## config.mk

```make
export PLATFORM = sky130hd
export DESIGN_NAME = output_buffer
export DESIGN_NICKNAME = d
export VERILOG_FILES = /design/src/rtl/output_buffer_pkg.sv /design/src/rtl/output_buffer_skew_delay.sv /design/src/rtl/output_buffer.sv
export SDC_FILE = /design/constraint.sdc
export NUM_CORES = 1
export LEC_CHECK = 0
export ABC_AREA = 1
export CELL_PAD_IN_SITES_DETAIL_PLACEMENT = 0
export CELL_PAD_IN_SITES_GLOBAL_PLACEMENT = 1
export CORE_UTILIZATION = 49
export DETAILED_ROUTE_END_ITERATION = 12
export HOLD_SLACK_MARGIN = 0.1
export PLACE_DENSITY = 0.86
export SLEW_MARGIN = 20
export SYNTH_ARGS = -nofsm -noshare
export SYNTH_HDL_FRONTEND = slang
export SYNTH_SLANG_ARGS = --single-unit
```

## constraint.sdc

```tcl
create_clock -name clk -period 4.5 [get_ports clk]
set_input_delay 0.9 -clock clk [delete_from_list [all_inputs] [get_ports clk]]
set_output_delay 0.9 -clock clk [all_outputs]
set_load 0.05 [all_outputs]
```

## src/rtl/output_buffer_pkg.sv

```systemverilog
// Shared configuration for the systolic array receive path: tile geometry,
// partial-sum row type and the output buffer state encoding.
package output_buffer_pkg;

  localparam int A_rows     = 4;
  localparam int sys_cols   = 4;
  localparam int P_BITWIDTH = 32;

  typedef logic [sys_cols-1:0][P_BITWIDTH-1:0] psum_row_t;

  typedef enum logic [1:0] {
    OB_IDLE,
    OB_CAPTURE,
    OB_DRAIN
  } ob_state_t;

  // Index width for an n-entry array, never narrower than one bit.
  function automatic int idx_width(input int n);
    return (n > 1) ? $clog2(n) : 1;
  endfunction

endpackage

```

## src/rtl/output_buffer_skew_delay.sv

```systemverilog
// Valid delay line: taps[k] is in_valid delayed by k cycles (taps[0] is
// undelayed), giving one write enable per skewed array column.
module skew_delay #(
  parameter int DEPTH = 3
) (
  input  logic           clk,
  input  logic           rst,
  input  logic           clr,
  input  logic           in_valid,
  output logic [DEPTH:0] taps
);

  generate
    if (DEPTH == 0) begin : g_none
      assign taps = in_valid;
    end else begin : g_line
      logic [DEPTH-1:0] stages;

      always_ff @(posedge clk) begin
        if (!rst || clr) begin
          stages <= '0;
        end else begin
          stages[0] <= in_valid;
          for (int k = 1; k < DEPTH; k++) begin
            stages[k] <= stages[k-1];
          end
        end
      end

      assign taps = {stages, in_valid};
    end
  endgenerate

endmodule

```

## src/rtl/output_buffer.sv

```systemverilog
// Receive end of the systolic array: deskews the column-staggered partial sums
// into a row-indexed tile, then drains one full row per valid/ready beat.
module output_buffer
  import output_buffer_pkg::*;
#(
  parameter int ROWS = A_rows,
  parameter int COLS = sys_cols,
  parameter int PW   = P_BITWIDTH,
  parameter int RELU = 0
) (
  input  logic                     clk,
  input  logic                     rst,
  input  logic                     clr,
  input  logic                     i_valid,
  input  logic [COLS-1:0][PW-1:0]  of_data,
  output logic                     i_ready,
  output logic                     o_valid,
  input  logic                     o_ready,
  output logic [COLS-1:0][PW-1:0]  o_data,
  output logic                     o_last,
  output logic                     o_done,
  output logic                     o_overrun
);

  localparam int CW = $clog2(ROWS + 1);
  localparam int RW = idx_width(ROWS);

  ob_state_t state, state_next;

  logic [CW-1:0]            wr_row [COLS];
  logic [CW-1:0]            rd_ptr;
  logic [COLS-1:0][PW-1:0]  mem [ROWS];
  logic [COLS-1:0][PW-1:0]  cap_row;
  logic [COLS-1:0]          col_en;
  logic [COLS-1:0]          wen;
  logic                     accept;
  logic                     in_wen;
  logic                     overrun_evt;
  logic                     last_write;
  logic                     beat_xfer;
  logic                     last_beat;

  // Column 0 stops accepting once it has a full tile; later columns still
  // finish their skewed tails from the delay line.
  assign accept      = (state == OB_IDLE) ||
                       (state == OB_CAPTURE && wr_row[0] != CW'(ROWS));
  assign in_wen      = i_valid && accept;
  assign overrun_evt = i_valid && !accept;

  skew_delay #(
    .DEPTH (COLS - 1)
  ) u_skew (
    .clk      (clk),
    .rst      (rst),
    .clr      (clr),
    .in_valid (in_wen),
    .taps     (col_en)
  );

  always_comb begin
    wen     = '0;
    cap_row = '0;
    for (int c = 0; c < COLS; c++) begin
      wen[c]     = col_en[c] && (wr_row[c] != CW'(ROWS));
      cap_row[c] = (RELU != 0 && of_data[c][PW-1]) ? '0 : of_data[c];
    end
  end

  assign last_write = wen[COLS-1] && (wr_row[COLS-1] == CW'(ROWS - 1));
  assign beat_xfer  = o_valid && o_ready;
  assign last_beat  = (rd_ptr == CW'(ROWS - 1));

  // Tile storage is deliberately left out of reset; only the pointers matter.
  always_ff @(posedge clk) begin
    for (int c = 0; c < COLS; c++) begin
      if (wen[c]) begin
        mem[wr_row[c][RW-1:0]][c] <= cap_row[c];
      end
    end
  end

  always_ff @(posedge clk) begin
    if (!rst || clr) begin
      state <= OB_IDLE;
    end else begin
      state <= state_next;
    end
  end

  always_comb begin
    state_next = state;
    unique case (state)
      OB_IDLE: begin
        if (last_write) begin
          state_next = OB_DRAIN;
        end else if (in_wen) begin
          state_next = OB_CAPTURE;
        end
      end
      OB_CAPTURE: begin
        if (last_write) begin
          state_next = OB_DRAIN;
        end
      end
      OB_DRAIN: begin
        if (beat_xfer && last_beat) begin
          state_next = OB_IDLE;
        end
      end
      default: state_next = OB_IDLE;
    endcase
  end

  always_ff @(posedge clk) begin
    if (!rst || clr) begin
      rd_ptr    <= '0;
      o_done    <= 1'b0;
      o_overrun <= 1'b0;
      for (int c = 0; c < COLS; c++) begin
        wr_row[c] <= '0;
      end
    end else begin
      o_done <= beat_xfer && last_beat;
      if (overrun_evt) begin
        o_overrun <= 1'b1;
      end
      if (beat_xfer) begin
        rd_ptr <= last_beat ? '0 : rd_ptr + CW'(1);
      end
      for (int c = 0; c < COLS; c++) begin
        if (beat_xfer && last_beat) begin
          wr_row[c] <= '0;
        end else if (wen[c]) begin
          wr_row[c] <= wr_row[c] + CW'(1);
        end
      end
    end
  end

  // Read side is combinational from rd_ptr, so a stalled beat holds steady.
  assign i_ready = (state != OB_DRAIN);
  assign o_valid = (state == OB_DRAIN);
  assign o_data  = o_valid ? mem[rd_ptr[RW-1:0]] : '0;
  assign o_last  = o_valid && last_beat;

endmodule

```

==> impl_metrics.csv, run 1 <==
group,metric,value,unit
global_route,grt_pass1_wl,74.1,mm
timing,tightest_slew,807,ps
floorplanning,start_util,0.496,
yosys,synth_warnings,0,
timing,hold_viol_final,0,
detailed_routing,vias,13500,
critical_path,crit_family,"buffers and inverters",
clock_tree,cts_max_path_buffers,3,
place,place_congestion,0.787,
yosys,synth_cells,1679,
clock_tree,htree_levels,2,
clock_tree,cts_hold_buf,0,
run,drv_cap,0,
finish,area_growth,23.9,%
detailed_routing,wl_per_cell,19.0,µm
detailed_routing,drc_errors,0,
timing,fin_skew,16.7,ps
yosys,synth_area_per_cell,12.7,µm²
clock_tree,path_clk_slew,60,ps
floorplanning,rows,76,
clock_tree,cts.sinks,536,
timing,max_slew_margin,0.462,
floorplanning,die_area,44300,µm²
clock_tree,cts_tree,"yes",
place,port_buffers,265,
critical_path,crit_chain,"buf_4 -> nor2_1 -> nor2_1 -> o21ai_0 -> a21oi_1 -> clkdlybuf4s50_1",
floorplanning,core,43000,µm²
clock_tree,postCtsSetupRepairBufs,0,
finish,nets,2084,
detailed_routing,final_antenna_net_count,0,
critical_path,slowest_stage,"clkdlybuf4s50_1",
critical_path,slowest_delay,860,ps
place,dp_hpwl,27.6,mm
critical_path,crit_fanout,64,
power_and_ir_drop,p_per_area,399,nW/µm²
yosys,ys_seq_elements,536,
clock_tree,ctsResizeCount,0,
timing,min_period_over_period,0.883,
critical_path,cp_common_cell,"nor2_1",
global_route,grt-ovfl-total,0,
timing,fmax,252,MHz
timing,tns,0,ps
detailed_routing,wirelength,48.6,mm
power_and_ir_drop,ir_drop,521,µV
floorplanning,io_pins,266,
finish,register_area,16000,µm²
timing,fin_crit,3970,ps
yosys,netlist.area_leader.share,0.738,
yosys,synthTopCellsByArea,"edfxtp_1 (74%), nor2_1 (9.6%), o21ai_0 (3.2%)",
floorplanning,die_y,211,µm
critical_path,path_class,"flip-flop to output port",
timing,rsz0062_at_grt,"no",
critical_path,cp_num_buf_inv,2,
detailed_routing,drtIter0Drc,863,
yosys,syn-num-nets,1830,
critical_path,critPathLaunchType,"flip-flop",
global_route,grt_start_max_net_pins,129,
min_path,hold_class,"flip-flop to flip-flop",
yosys,synth_seq_area_share,0.750,
timing,slew_viol_final,0,
timing,finalSetupViolations,0,
finish,multi_input_comb_area,4550,µm²
run_status,status,"finished, final reports clean",
finish,fill_cells,3254,
global_route,grt_pass1_vias,13500,
yosys,yosysTopAreaCell,"edfxtp_1",
clock_tree,clk_latency,590,ps
critical_path,critPathCaptureType,"output port",
critical_path,cp.required,3600,ps
floorplanning,die_w,211,µm
finish,drive_gt1_frac,0.0683,
clock_tree,cts_buffers,53,
power_and_ir_drop,leakage,0.00891,µW
timing,hold-worst-slack,443,ps
global_route,track_usage,0.219,
detailed_routing,vias_per_cell,5.27,
yosys,syn_area,21300,µm²
yosys,synth_cell_type_count,25,
detailed_routing,drt_first_pass_iters,7,
critical_path,worstPathArrival,3070,ps
global_route,antenna_found_initial,5,
clock_tree,cts_root_buf,"clkbuf_16",
==> cell usage in the layout (no fill, tap or decap), types with 11 or more instances in the layout <==
cell type	Yosys	routed
clkbuf_16	0	55
clkdlybuf4s50_1	0	265
nand2_1	24	24
edfxtp_1	524	524
nor2_4	2	15
nor2_1	544	531
inv_1	45	44
buf_4	7	20
o21ai_0	137	137
a21oi_1	133	133
clkinv_1	0	11
o21ai_1	121	121
ha_1	18	18
==> worst min-delay path: cells and delay by family, from the launching register on <==
kind | cells | cell delay (ps)
buf+inv | 1 | 60
flops | 1 | 290
simple gates | 1 | 40
==> kinds of logic (layout without fill, tap and decap cells) <==
family | Yosys count | after routing | synth area share
AO/OA/AOI/OAI | 392 | 392 | 0.0922
XOR/XNOR | 4 | 4 | 0.00164
adder cells (fa/ha/maj) | 18 | 18 | 0.0106
buffers and inverters | 147 | 444 | 0.0415
flip-flops | 536 | 536 | 0.750
other | 0 | 2 | 0
AND/OR/NAND/NOR | 582 | 582 | 0.104
==> metal layers <==
| metal | up-vias | part of all wire | GRT usage |
|---|---|---|---|
| li1 | 6426 | - | - |
| met1 | 6594 | 0.42 | 0.289 |
| met2 | 404 | 0.49 | 0.362 |
| met3 | 84 | 0.059 | 0.0390 |
| met4 | 4 | 0.026 | 0.0845 |
| met5 | - | 0.00049 | 0 |
==> cell type report <==
| type | instances | share of cell area |
|---|---|---|
| tap | 585 | 0.0277 |
| inverter | 48 | 0.00720 |
| clock buffer | 63 | 0.0533 |
| multi-input combinational | 996 | 0.172 |
| clock inverter | 35 | 0.0163 |
| antenna | 2 | 0.000190 |
| sequential | 536 | 0.605 |
| timing repair buffer | 298 | 0.118 |
==> sequential cells by signal (all words and copies together) (netlist names), named ones only <==
signal / flops
wr_row: 12
o_overrun: 1
mem: 512
state: 2
u_skew.g_line.stages: 3
rd_ptr: 3
o_done: 1
==> Yosys cell counts <==
cell / n
ha_1: 18
nor2_4: 2
inv_2: 3
o21ai_0: 137
buf_6: 35
nand2_4: 1
nand2_1: 24
clkbuf_1: 17
nor2_2: 1
o21ai_1: 121
buf_2: 12
buf_1: 5
xnor2_1: 3
a21oi_1: 133
o211ai_1: 1
buf_4: 7
dfxtp_1: 12
nand4_1: 2
nor3_1: 3
xor2_1: 1
inv_1: 45
nand3_1: 5
nor2_1: 544
edfxtp_1: 524
clkbuf_2: 23
==> worst paths after layout <==
kind	cells past startpoint	from	to	slack, ps
max reg2reg	6	wr_row[3][0]	mem[1][114]	2070
min reg2reg	2	u_skew.g_line.stages[1]	u_skew.g_line.stages[2]	440
max	6	flip-flop	o_data[92]	530
min	2	u_skew.g_line.stages[1]	u_skew.g_line.stages[2]	440
==> stage by stage <==
step / cells / area [µm²] / worst slack, ps / total power [µW] / util
final: 2563 / 26400 / 527 / 10500 / 0.614
after global routing: 2563 / 26400 / 368 / 10900 / 0.614
after CTS: 2559 / 26300 / 493 / 10600 / 0.613
after detailed placement: 2461 / 24500 / 1150 / 6040 / 0.570
after global placement: 2456 / 24400 / 1160 / 6020 / 0.567
after floorplan: 1679 / 21300 / 1480 / 5810 / -
==> report_power, final <==
group / switching (µW) / total [µW] / internal (µW)
Sequential: 18.9 / 5570 / 5550
Clock: 1810 / 4610 / 2800
Combinational: 206 / 362 / 156
Total: 2040 / 10500 / 8510
No activity file was read; power rests on OpenSTA's default activity.
==> run 2: changes to the inputs <==
--- a/config.mk
+++ b/config.mk
@@ -16,3 +16,4 @@
 export SYNTH_ARGS = -nofsm -noshare
 export SYNTH_HDL_FRONTEND = slang
 export SYNTH_SLANG_ARGS = --single-unit
+export TNS_END_PERCENT = 1
==> results of run 2 <==
No change in the layout: final DEF, timing and power equal those of run 1.
==> run 3: changes to the inputs <==
--- a/config.mk
+++ b/config.mk
@@ -10,7 +10,7 @@
 export CELL_PAD_IN_SITES_GLOBAL_PLACEMENT = 1
 export CORE_UTILIZATION = 49
 export DETAILED_ROUTE_END_ITERATION = 12
-export HOLD_SLACK_MARGIN = 0.1
+export GPL_TIMING_DRIVEN = 0
 export PLACE_DENSITY = 0.86
 export SLEW_MARGIN = 20
 export SYNTH_ARGS = -nofsm -noshare
==> run 3 against run 2 <==
Against the previous run: sequential power hardly changed; worst setup slack gained 94 ps; via count increased by 2.6%; sequential share of layout area decreased by 1.1 points; die area did not move; clock skew up 18 ps; register-to-register slack hardly changed; worst hold slack better by 11 ps; cell area rose by 1.8%; total power down 3.3%; critical path depth unchanged; clock power down 8.0%; critical path type unchanged; critical endpoint is now o_data[125]; highest routed layer unchanged.
==> impl_metrics.csv, run 3 (same netlist as run 1, synthesis figures left out) <==
group,metric,value,unit
timing,fin_crit,3880,ps
critical_path,ff2ff_setup_slack,2070,ps
timing,finalSetupViolations,0,
critical_path,slowest_delay,760,ps
timing,min_period_over_period,0.862,
critical_path,critPathLaunchType,"flip-flop",
floorplanning,start_util,0.496,
global_route,grt_pass1_wl,78.5,mm
critical_path,cp.required,3600,ps
global_route,antenna_found_initial,4,
floorplanning,rows,76,
place,dp_hpwl,33.2,mm
detailed_routing,drtIter0Drc,1248,
global_route,grt-ovfl-total,0,
power_and_ir_drop,ir_drop,300,µV
timing,max_slew_margin,0.487,
power_and_ir_drop,leakage,0.00915,µW
critical_path,worstPathArrival,2980,ps
floorplanning,die_area,44300,µm²
timing,tightest_slew,768,ps
detailed_routing,wl_per_cell,19.7,µm
finish,largest_reg_flops,512,
critical_path,crit_chain,"buf_2 -> buf_1 -> nor2_1 -> o21ai_1 -> a21oi_1 -> clkdlybuf4s50_1",
clock_tree,clk_latency,620,ps
clock_tree,postCtsSetupRepairBufs,0,
timing,fin_skew,34.4,ps
clock_tree,cts.sinks,536,
floorplanning,die_w,211,µm
critical_path,critPathCaptureType,"output port",
clock_tree,ctsResizeCount,0,
finish,final_cell_mix,"nor2_1 (531), edfxtp_1 (524), clkdlybuf4s50_1 (265)",
clock_tree,cts_buffers,52,
place,port_buffers,265,
place,dp_slack,1270,ps
place,place_congestion,0.784,
finish,fin_util,0.626,
clock_tree,cts_hold_buf,0,
detailed_routing,vias_per_cell,5.24,
min_path,hold_class,"flip-flop to flip-flop",
timing,rsz0062_at_grt,"no",
power_and_ir_drop,p_per_area,379,nW/µm²
timing,hold_viol_final,0,
detailed_routing,drt_first_pass_iters,5,
finish,nets,2166,
run_status,status,"finished, final reports clean",
global_route,grt_pass1_vias,13800,
floorplanning,io_pins,266,
clock_tree,cts_tree,"yes",
timing,fmax,258,MHz
critical_path,slowest_stage,"clkdlybuf4s50_1",
detailed_routing,vias,13900,
finish,area_growth,26.2,%
detailed_routing,drc_errors,0,
run,drv_cap,0,
timing,slew_viol_final,0,
global_route,grt_start_max_net_pins,29,
finish,drive_gt1_frac,0.0928,
critical_path,path_class,"flip-flop to output port",
floorplanning,die_y,211,µm
critical_path,crit_fanout,10,
finish,fill_cells,3248,
finish,layout_commonest_cell,"nor2_1",
global_route,track_usage,0.236,
clock_tree,path_clk_slew,60,ps
clock_tree,htree_levels,2,
clock_tree,cts_max_path_buffers,3,
detailed_routing,final_antenna_net_count,0,
floorplanning,core,43000,µm²
detailed_routing,wirelength,52.2,mm
timing,setup_slack,621,ps
clock_tree,cts_root_buf,"clkbuf_16",
run 3: cell types whose count changed in the layout (fill, tap and decap cells not counted), sizes merged:
cell      previous run  this run
inv                 51        48
clkinv              19        20
clkinvlp             3         4
bufinv              10         4
clkbuf              63       109
diode                2         3
buf                 33        76
run 3: cell type report:
type	count	area [µm²]	share of cell area
diodes	3	7.51	0.000279
clock inverters	28	273	0.0101
flip-flops and latches	536	16000	0.594
multi-input cells	996	4550	0.169
well taps	585	732	0.0272
inverters	48	180	0.00670
plain buffers	99	704	0.0262
clock buffers	69	1400	0.0519
repair buffers	282	3080	0.114
run 3: worst paths after layout:
check | to | depth (start not counted) | from
max reg2reg | mem[1][27] | 6 | wr_row[0][0]
max | o_data[125] | 6 | flip-flop
min | u_skew.g_line.stages[2] | 2 | u_skew.g_line.stages[1]
min reg2reg | u_skew.g_line.stages[2] | 2 | u_skew.g_line.stages[1]
run 3: critical path: cells and delay by family, from the launching register on:
| kind | cells | cell delay [ps] |
|---|---|---|
| compound gates | 2 | 230 |
| simple gates | 1 | 120 |
| buf+inv | 3 | 1650 |
| flops | 1 | 340 |
run 3: per-layer routing:
layer,wire (µm),global-route usage,share of wire,up-vias
met5,11,0,0.00021,-
met4,1340,0.0817,0.026,2
met3,3500,0.0413,0.067,85
met2,25800,0.394,0.49,480
met1,21600,0.313,0.41,6716
li1,-,-,-,6583
run 3: stage by stage:
stage	cells	instance area (µm²)	power, µW	setup TNS (ps)	hold slack [ps]
CTS	2643	26900	10300	0	459
global placement	2529	24700	6030	-14050	436
global route	2645	26900	10500	0	480
finish	2646	26900	10200	0	454
detailed placement	2546	25200	6060	0	450
floorplan	1679	21300	5810	0	416
run 3: power by group:
group	switching, µW	leakage (µW)	total [µW]	internal (µW)
Combinational	215	0.00348	383	169
Sequential	18.7	0.00486	5570	5550
Clock	1820	0.000802	4240	2420
Total	2060	0.00915	10200	8140
